$ cat src/rtl/pacman_game_pkg.sv
// Shared game types and scoring constants for the Pac-Man game sequencer
// and the ghost controllers it drives.
package pacman_game_pkg;

    typedef enum logic [2:0] {
        IDLE        = 3'd0,
        READY       = 3'd1,
        PLAY        = 3'd2,
        DYING       = 3'd3,
        LEVEL_CLEAR = 3'd4,
        GAME_OVER   = 3'd5
    } game_state_t;

    localparam int PELLET_PTS     = 10;
    localparam int POWER_PTS      = 50;
    localparam int GHOST_BASE_PTS = 200;

    localparam int BLINKY     = 0;
    localparam int PINKY      = 1;
    localparam int INKY       = 2;
    localparam int CLYDE      = 3;
    localparam int NUM_GHOSTS = 4;

    localparam int SCORE_W = 20;

    // Ghost combo index saturates at 3, i.e. 200 << 3 = 1600 points.
    function automatic logic [1:0] combo_inc(input logic [1:0] combo);
        return (combo == 2'd3) ? combo : combo + 2'd1;
    endfunction

endpackage

$ cat src/rtl/game_flow_ctrl_score_accum.sv
// Per-frame score accumulator: sums pellet/power/ghost points, tracks the
// ghost combo, saturates the score and flags the one-time extra life.
module score_accum
    import pacman_game_pkg::*;
#(
    parameter int EXTRA_LIFE_SCORE = 10000,
    parameter int SCORE_MAX        = 999990
) (
    input  logic                  Clk,
    input  logic                  Reset,
    input  logic                  clear,
    input  logic                  score_en,
    input  logic                  pellet_eaten,
    input  logic                  power_eaten,
    input  logic [NUM_GHOSTS-1:0] ghost_eaten,
    output logic [SCORE_W-1:0]    score,
    output logic                  extra_life
);

    localparam logic [SCORE_W-1:0] EXTRA_THR = SCORE_W'(EXTRA_LIFE_SCORE);
    localparam logic [SCORE_W-1:0] SAT_VAL   = SCORE_W'(SCORE_MAX);

    logic [1:0]         combo;
    logic [1:0]         combo_nxt;
    logic               extra_given;
    logic [SCORE_W:0]   points_add;
    logic [SCORE_W:0]   score_sum;
    logic [SCORE_W-1:0] score_nxt;

    always_comb begin
        // NOTE: every variable gets a default before any conditional update,
        // so this block can never infer a latch.
        combo_nxt  = power_eaten ? 2'd0 : combo;
        points_add = '0;
        if (pellet_eaten)
            points_add = points_add + (SCORE_W+1)'(PELLET_PTS);
        if (power_eaten)
            points_add = points_add + (SCORE_W+1)'(POWER_PTS);
        // Ghosts are credited in index order so the combo climbs within one frame.
        for (int i = BLINKY; i <= CLYDE; i++) begin
            if (ghost_eaten[i]) begin
                points_add = points_add + ((SCORE_W+1)'(GHOST_BASE_PTS) << combo_nxt);
                combo_nxt  = combo_inc(combo_nxt);
            end
        end
        score_sum  = {1'b0, score} + points_add;
        score_nxt  = (score_sum > {1'b0, SAT_VAL}) ? SAT_VAL : score_sum[SCORE_W-1:0];
        extra_life = score_en && !extra_given && (score < EXTRA_THR) && (score_nxt >= EXTRA_THR);
    end

    always_ff @(posedge Clk) begin
        if (Reset || clear) begin
            score       <= '0;
            combo       <= 2'd0;
            extra_given <= 1'b0;
        end else if (score_en) begin
            score <= score_nxt;
            combo <= combo_nxt;
            if (extra_life)
                extra_given <= 1'b1;
        end
    end

endmodule

$ cat src/rtl/game_flow_ctrl.sv
// Central game sequencer: start/death/level-clear FSM, lives and level,
// and the one-frame control strobes consumed by the ghost controllers.
module game_flow_ctrl
    import pacman_game_pkg::*;
#(
    parameter int          PELLETS_PER_MAP  = 244,
    parameter int          READY_FRAMES     = 120,
    parameter int          DYING_FRAMES     = 90,
    parameter int          CLEAR_FRAMES     = 120,
    parameter int          START_LIVES      = 3,
    parameter int          EXTRA_LIFE_SCORE = 10000,
    parameter int          SCORE_MAX        = 999990,
    parameter logic [7:0]  START_KEY        = 8'h28
) (
    input  logic               Clk,
    input  logic               Reset,
    input  logic               frame_tick,
    input  logic [7:0]         keycode,
    input  logic               pellet_eaten,
    input  logic               power_eaten,
    input  logic [3:0]         pacman_hit,
    input  logic [3:0]         ghost_eaten,
    output logic               soft_reset,
    output logic               hard_reset,
    output logic               new_map,
    output logic               ate_pellet,
    output logic [19:0]        points_eaten,
    output logic [SCORE_W-1:0] score,
    output logic [2:0]         lives,
    output logic [7:0]         level,
    output logic               game_over,
    output logic [2:0]         game_state
);

    localparam logic [19:0] PPM        = 20'(PELLETS_PER_MAP);
    localparam logic [7:0]  READY_LAST = 8'(READY_FRAMES - 1);
    localparam logic [7:0]  DYING_LAST = 8'(DYING_FRAMES - 1);
    localparam logic [7:0]  CLEAR_LAST = 8'(CLEAR_FRAMES - 1);
    localparam logic [2:0]  LIVES_INIT = 3'(START_LIVES);

    game_state_t state;
    logic [7:0]  frame_cnt;
    logic        in_play;
    logic        start_game;
    logic        extra_life;
    logic [19:0] points_sum;
    logic [19:0] points_nxt;

    assign game_state = state;
    assign in_play    = frame_tick && (state == PLAY);
    assign start_game = frame_tick && (state == IDLE || state == GAME_OVER) && (keycode == START_KEY);
    assign points_sum = points_eaten + 20'(pellet_eaten) + 20'(power_eaten);
    assign points_nxt = (points_sum >= PPM) ? PPM : points_sum;

    score_accum #(
        .EXTRA_LIFE_SCORE (EXTRA_LIFE_SCORE),
        .SCORE_MAX        (SCORE_MAX)
    ) u_score_accum (
        .Clk          (Clk),
        .Reset        (Reset),
        .clear        (start_game),
        .score_en     (in_play),
        .pellet_eaten (pellet_eaten),
        .power_eaten  (power_eaten),
        .ghost_eaten  (ghost_eaten),
        .score        (score),
        .extra_life   (extra_life)
    );

    // NOTE: all state below is sequential, so it is updated only with
    // non-blocking assignments; every register then sees pre-edge values.
    always_ff @(posedge Clk) begin
        if (Reset) begin
            state        <= IDLE;
            frame_cnt    <= 8'd0;
            lives        <= LIVES_INIT;
            level        <= 8'd1;
            points_eaten <= '0;
            soft_reset   <= 1'b0;
            hard_reset   <= 1'b0;
            new_map      <= 1'b0;
            ate_pellet   <= 1'b0;
            game_over    <= 1'b0;
        end else if (frame_tick) begin
            // A strobe window closes on the frame tick after the one that opened it.
            soft_reset <= 1'b0;
            hard_reset <= 1'b0;
            new_map    <= 1'b0;
            ate_pellet <= 1'b0;
            frame_cnt  <= frame_cnt + 8'd1;
            case (state)
                IDLE, GAME_OVER: begin
                    if (start_game) begin
                        hard_reset   <= 1'b1;
                        lives        <= LIVES_INIT;
                        level        <= 8'd1;
                        points_eaten <= '0;
                        game_over    <= 1'b0;
                        state        <= READY;
                        frame_cnt    <= 8'd0;
                    end
                end
                READY: begin
                    if (frame_cnt == READY_LAST) begin
                        state     <= PLAY;
                        frame_cnt <= 8'd0;
                    end
                end
                PLAY: begin
                    ate_pellet   <= power_eaten;
                    points_eaten <= points_nxt;
                    if (extra_life && lives != 3'd7)
                        lives <= lives + 3'd1;
                    // Clearing the maze takes priority over a same-frame hit.
                    if (points_nxt == PPM) begin
                        state     <= LEVEL_CLEAR;
                        frame_cnt <= 8'd0;
                    end else if (|pacman_hit) begin
                        state     <= DYING;
                        frame_cnt <= 8'd0;
                    end
                end
                DYING: begin
                    if (frame_cnt == DYING_LAST) begin
                        lives     <= lives - 3'd1;
                        frame_cnt <= 8'd0;
                        if (lives == 3'd1) begin
                            state     <= GAME_OVER;
                            game_over <= 1'b1;
                        end else begin
                            soft_reset <= 1'b1;
                            state      <= READY;
                        end
                    end
                end
                LEVEL_CLEAR: begin
                    if (frame_cnt == CLEAR_LAST) begin
                        new_map      <= 1'b1;
                        level        <= (level == 8'd255) ? 8'd1 : level + 8'd1;
                        points_eaten <= '0;
                        state        <= READY;
                        frame_cnt    <= 8'd0;
                    end
                end
                default: state <= IDLE;
            endcase
        end
    end

endmodule

$ cat config.mk
export PLATFORM = sky130hd
export DESIGN_NAME = game_flow_ctrl
export DESIGN_NICKNAME = d
export VERILOG_FILES = /design/src/rtl/pacman_game_pkg.sv /design/src/rtl/game_flow_ctrl_score_accum.sv /design/src/rtl/game_flow_ctrl.sv
export SDC_FILE = /design/constraint.sdc
export NUM_CORES = 1
export LEC_CHECK = 0
export CAP_MARGIN = 20
export CORE_MARGIN = 5
export CORE_UTILIZATION = 30
export CTS_CLUSTER_SIZE = 14
export DETAILED_ROUTE_END_ITERATION = 6
export MAX_ROUTING_LAYER = met4
export PLACE_DENSITY = 0.46
export SYNTH_ARGS = -nofsm -noshare
export SYNTH_HDL_FRONTEND = slang
export SYNTH_SLANG_ARGS = --single-unit
$ cat constraint.sdc
create_clock -name Clk -period 10.4 [get_ports Clk]
set_clock_uncertainty 0.1 [all_clocks]
set_input_delay 1.56 -clock Clk [delete_from_list [all_inputs] [get_ports Clk]]
set_output_delay 1.56 -clock Clk [all_outputs]
set_load 0.01 [all_outputs]
==> results.ini, run 1 <==
[synth]
synth-async-reset-ratio = 0
synthCells = 846
synth-seq-cells = 70
syn_area_um2 = 6545
synth_flop_cell = dfxtp_1
yosys_warnings = 0
synthesis.nets = 936
synth_edf_count = 0
ys_seq_area_frac = 0.2141
synth_cell_types = 82
postSynthAreaPerCell_um2 = 7.736

[timing]
setup_violations = 0
worst_hold_slack_ps = 370.5
slew_headroom = 0.3983
post-route-min-period_ps = 9649
fin_ws_ps = 751.5
worst_pin_slew_ps = 900.4
finalMaxSlewViolations = 0
fin_tns_setup_ps = 0
hold_viol_final = 0
rsz0062_at_grt = false
fmax_mhz = 103.6
fin_crit_sh = 0.9277

[placed_design]
gp_congestion = 0.8632
portBuffers = 79
pre_cts_ws_ps = 89.50
place_hpwl_um = 14700

[clock_network]
numCtsBuffers = 9
clock_path_buffers = 2
clock_latency_ps = 350
cts_tree = yes
cts_hold_buf = 0
htreeDepth = 3
path_clk_slew_ps = 60
root_buffer = clkbuf_16
cts_sinks = 70

[min_path]
hold_depth = 2
whs_endpoint = soft_reset
hp-start = soft_reset
min_path_type = register to register

[route]
vias = 6097
firstDrtPassIters = 4
avgRoutedWirePerCell_um = 15.77
drc = 0
drt-initial-drc-count = 336
ant_nets = 0
via_per_inst = 5.068
wl_um = 18970

[worst_setup_path]
end_kind = register
critPathKind = primary input to register
r2r_cells = 36
start_kind = primary input
reg2reg_slack_ps = 1980
r2r-end = u_score_accum.score[0]
cp_common_cell = ha_1
slowest_stage = clkdlybuf4s50_1
path_max_fanout = 16
crit_required_ps = 10540
slowest_delay_ps = 480
critPathArrivalTime_ps = 9790
rr_startpoint = u_score_accum.combo[1]

[finish]
finalNetCount = 1008
layout-drive-gt1-share = 0.08017
syn_to_final_growth_pct = 21.35
insertedDiodeCount = 0

[global_routing]
grt_pass1_wl_um = 30820
gr-total-overflow = 0
grt_use_total = 0.1566
grt_max_degree = 26
antenna_found_initial = 0
grt_pass1_vias = 5933

[run_status]
status = complete, no violations

[job]
drv_cap = 0

[pwr]
ir_drop_v = 0.00006435
cellPowerDensity_nw_per_um2 = 105.7
leakage_nw = 3.096

[floorplanning]
rows = 54
io_pins = 80
fp.dieW_um = 157.7
initial_core_util = 0.3027
core_um2 = 21620
die-area_um2 = 24870
die_h_um = 157.7

## layer usage
metal / vias to the layer above / track usage / part of all wire
li1: 3179 / - / -
met1: 2794 / 0.2177 / 0.51
met2: 109 / 0.2351 / 0.44
met3: 15 / 0.02816 / 0.037
met4: 0 / 0.03974 / 0.015
met5: - / - / 0
## per-stage QoR
stage / power (mW) / instance area, um^2 / cells / util
finish: 0.8397 / 7943 / 1203 / 0.3674
floorplan: 0.4736 / 6545 / 846 / -
global route: 0.8912 / 7943 / 1203 / 0.3674
detailed placement: 0.5285 / 7591 / 1183 / 0.3511
CTS: 0.8521 / 7890 / 1199 / 0.3649
global placement: 0.5306 / 7586 / 1182 / 0.3509
## worst max-delay path, delay by kind of cell
family / cells / cell delay, ps
buffers and inverters: 5 / 1200
multiplexers: 1 / 280
AO/OA/AOI/OAI: 12 / 3140
XOR/XNOR: 2 / 250
AND/OR/NAND/NOR: 11 / 2010
adder cells (fa/ha/maj): 4 / 1360
## synthesized netlist by cell type (all sizes together) (5+ instances only)
cell,count,share of area
o21ai,58,0.044
a21oi,60,0.046
nand3,30,0.023
nor2b,13,0.013
a211oi,12,0.015
ha,64,0.12
mux2i,12,0.018
nand2,73,0.042
and2,20,0.019
nor3,18,0.015
nor2,91,0.052
xnor2,34,0.045
fa,5,0.015
nand4,13,0.012
o21a,11,0.013
a31oi,14,0.013
clkbuf,28,0.024
inv,41,0.024
nand2b,16,0.015
dfxtp,70,0.21
o211ai,7,0.0080
a21o,9,0.010
mux2,12,0.021
nor4,8,0.0076
or2,6,0.0057
and3,12,0.012
buf,11,0.011
a2111oi,5,0.013
o31ai,6,0.0090
xor2,25,0.033
## worst max-delay path by stage
stage	start	to	slack, ps	cells past startpoint
2_1_floorplan	power_eaten	u_score_accum.score[14]	1240	40
3_3_place_gp	power_eaten	u_score_accum.score[3]	160	37
3_5_place_dp	power_eaten	u_score_accum.score[15]	90	37
4_1_cts	power_eaten	u_score_accum.score[15]	430	37
5_1_grt	ghost_eaten[0]	u_score_accum.score[0]	210	35
6_report	ghost_eaten[0]	u_score_accum.score[0]	750	35
## cells in the final DEF, fill, tap and decap left out, types with 16 or more instances in the layout
cell and count:
nand2b_1 16, ha_1 64, a21oi_1 59, dfxtp_1 70, o21ai_0 55, xor2_1 25, nand2_1 72, xnor2_1 34
nand3_1 30, clkdlybuf4s50_1 78, inv_1 40, nor3_1 17, nor2_1 91, and2_1 20, buf_4 19
## cells by family after synthesis
kind of cell    after synthesis  share of synthesized area
compound gates              222                     0.2267
xor+xnor                     60                    0.08297
fa+ha+maj                    69                     0.1376
buf+inv                      81                    0.05869
flops                        70                     0.2141
mux                          24                    0.03900
other cells                   1                  0.0005730
simple gates                319                     0.2403
## what timing repair did
item / in CTS / in global routing
resized for setup: 0 / 3
buffers inserted: 0 / 4
endpoints found under the hold margin: 0 / 0
setup endpoints to repair: 0 / 18
## power breakdown
group	total, mW	switching [mW]	leakage, nW	internal, mW
clock	0.317	0.131	0.146	0.187
sequential	0.269	0.000717	0.564	0.269
combinational	0.253	0.145	2.39	0.108
## sequential cells by signal, indices dropped and copies added, names as in the netlist, 2 cells and up
signal and count:
game_state 3, u_score_accum.combo 2, points_eaten 20, level 8, u_score_accum.score 20, frame_cnt 8, lives 3
## area by class of cell
class	count	area, um^2
fill	2312	13680
multi-input combinational	695	4773
sequential	70	1401
timing repair buffer	100	960.9
tap	280	350.3
clock buffer	9	225.2
inverter	42	157.7
clock inverter	7	73.82
No activity file was read; power rests on OpenSTA's default activity.
==> run 2, diff against run 1 <==
--- a/config.mk
+++ b/config.mk
@@ -12,6 +12,7 @@
 export DETAILED_ROUTE_END_ITERATION = 6
 export MAX_ROUTING_LAYER = met4
 export PLACE_DENSITY = 0.46
+export SLEW_MARGIN = 15
 export SYNTH_ARGS = -nofsm -noshare
 export SYNTH_HDL_FRONTEND = slang
 export SYNTH_SLANG_ARGS = --single-unit
==> run 2 against run 1 <==
Die area did not move; clock-buffer cell count did not move; global-route usage fell by 0.059 points; non-clock buffer count fell by 2; sequential power barely moved; final area barely moved; critical path depth rose by 3; first-iteration DRC count fell by 3.0%; via count fell by 0.69%; register-to-register slack improved by 100 ps; combinational power barely moved; critical path type unchanged.
==> results.ini, run 2 (same netlist as run 1, synthesis figures left out) <==
[finish]
syn_to_final_growth_pct = 21.33  ; about the same
insertedDiodeCount = 0  ; unchanged
finalNetCount = 1006  ; -0.20%
final_common_cell = nor2_1
layout-drive-gt1-share = 0.07600  ; -0.004169
final_util = 0.3673  ; about the same
mostFrequentLayoutCells = nor2_1, clkdlybuf4s50_1, nand2_1
largestRegisters = points_eaten x20, u_score_accum.score x20

[timing]
rsz0062_at_grt = false
fin_crit_sh = 0.9413  ; +0.01358
setup_violations = 0  ; unchanged
fin_tns_setup_ps = 0  ; unchanged
fmax_mhz = 102.1  ; -1.4%
slew_headroom = 0.3880  ; -0.01030
fin_ws_ps = 610.2  ; -141.3 ps
worst_pin_slew_ps = 915.8  ; +15.41 ps
hold_viol_final = 0  ; unchanged
finalMaxSlewViolations = 0  ; unchanged
post-route-min-period_ps = 9790  ; +141.3 ps

[worst_setup_path]
slowest_delay_ps = 590  ; +110 ps
slowest_stage = clkdlybuf4s50_1
crit_required_ps = 10550  ; about the same
end_kind = register
path_max_fanout = 18  ; +2
startpoint = power_eaten
r2r_cells = 36  ; unchanged
cp_common_cell = ha_1
critPathArrivalTime_ps = 9940  ; +150 ps
crit_end = u_score_accum.score[19]
rr_startpoint = u_score_accum.combo[0]
r2r-end = u_score_accum.score[19]
critPathKind = primary input to register
start_kind = primary input
reg2reg_slack_ps = 2080  ; +100 ps

[clock_network]
cts_sinks = 70  ; unchanged
cts_hold_buf = 0  ; unchanged
clock_path_buffers = 2  ; unchanged
cts_setup_buffers = 0  ; unchanged
clock_latency_ps = 350  ; about the same
root_buffer = clkbuf_16
numCtsBuffers = 9  ; unchanged
htreeDepth = 3  ; unchanged
path_clk_slew_ps = 60  ; about the same
cts_tree = yes
cts-resized-gates = 0  ; unchanged

[global_routing]
grt_pass1_wl_um = 30590  ; -0.72%
grt_pass1_vias = 5743  ; -3.2%
antenna_found_initial = 0  ; unchanged
grt_max_degree = 26  ; unchanged
grt_use_total = 0.1560  ; -0.0005865
gr-total-overflow = 0  ; unchanged

[route]
drc = 0  ; unchanged
firstDrtPassIters = 5  ; +1
wl_um = 18840  ; -0.67%
drt-initial-drc-count = 326  ; -3.0%
via_per_inst = 5.042  ; -0.52%
vias = 6055  ; -0.69%
ant_nets = 0  ; unchanged
avgRoutedWirePerCell_um = 15.69  ; -0.51%

[job]
drv_cap = 0  ; unchanged

[pwr]
cellPowerDensity_nw_per_um2 = 109.2  ; +3.3%
ir_drop_v = 0.00007884  ; +23%
leakage_nw = 3.085  ; -0.34%

[placed_design]
gp_congestion = 0.8632  ; unchanged
portBuffers = 79  ; unchanged
place_hpwl_um = 14650  ; -0.38%
pre_cts_ws_ps = 91.59  ; +2.086 ps

[floorplanning]
rows = 54  ; unchanged
initial_core_util = 0.3027  ; unchanged
fp.dieW_um = 157.7  ; unchanged
io_pins = 80  ; unchanged
core_um2 = 21620  ; unchanged
die_h_um = 157.7  ; unchanged
die-area_um2 = 24870  ; unchanged

[min_path]
min_path_type = register to register

[run_status]
status = complete, no violations

run 2: cell count changes in the layout (fill, tap and decap cells not counted), sizes merged:
cell,previous run,this run
bufinv,1,2
clkinv,5,3
buf,21,19
clkdlybuf4s50,78,79
clkinvlp,1,2
dlymetal6s2s,1,0
run 2: where the power goes:
group	internal, mW	switching, mW	total [mW]
registers	0.269	0.000699	0.269
logic	0.108	0.145	0.254
clock network	0.211	0.134	0.344
run 2: worst min-delay path by stage:
stage,start,endpoint,cells past startpoint
final,u_score_accum.extra_given,u_score_accum.extra_given,2
after global routing,hard_reset,hard_reset,2
after CTS,soft_reset,soft_reset,2
after detailed placement,u_score_accum.extra_given,u_score_accum.extra_given,2
after global placement,u_score_accum.extra_given,u_score_accum.extra_given,2
after floorplan,u_score_accum.extra_given,u_score_accum.extra_given,2
run 2: per-layer routing:
metal / global-route usage / wire length, um / up-vias
li1: - / - / 3176
met1: 0.2202 / 9644 / 2758
met2: 0.2325 / 8271 / 108
met3: 0.02597 / 705 / 13
met4: 0.03810 / 218 / 0
met5: - / 0 / -
run 2: final cells by class:
class / count / area, um^2
clock buffer: 9 / 225.2
clock inverter: 7 / 97.59
fill: 2291 / 13680
inverter: 42 / 157.7
multi-input combinational: 695 / 4766
sequential: 70 / 1401
tap: 280 / 350.3
timing repair buffer: 98 / 943.4
run 2: metrics by stage:
step	instance area (um^2)	std cells	total power, mW	hold WS (ps)
finish	7941	1201	0.8674	368.9
floorplan	6545	846	0.4736	338.2
global placement	7586	1182	0.5306	359.9
detailed placement	7591	1183	0.5279	363.7
global route	7941	1201	0.9159	396.3
CTS	7914	1199	0.8776	375.7
run 2: critical path, delay by kind of cell:
kind | cells | cell delay, ps
xor gates and xnor gates | 2 | 240
buffers and inverters | 6 | 1250
muxes | 2 | 470
and+or+nand+nor | 12 | 2150
adders and majority gates | 5 | 1600
AOI/OAI and AO/OA | 11 | 2640
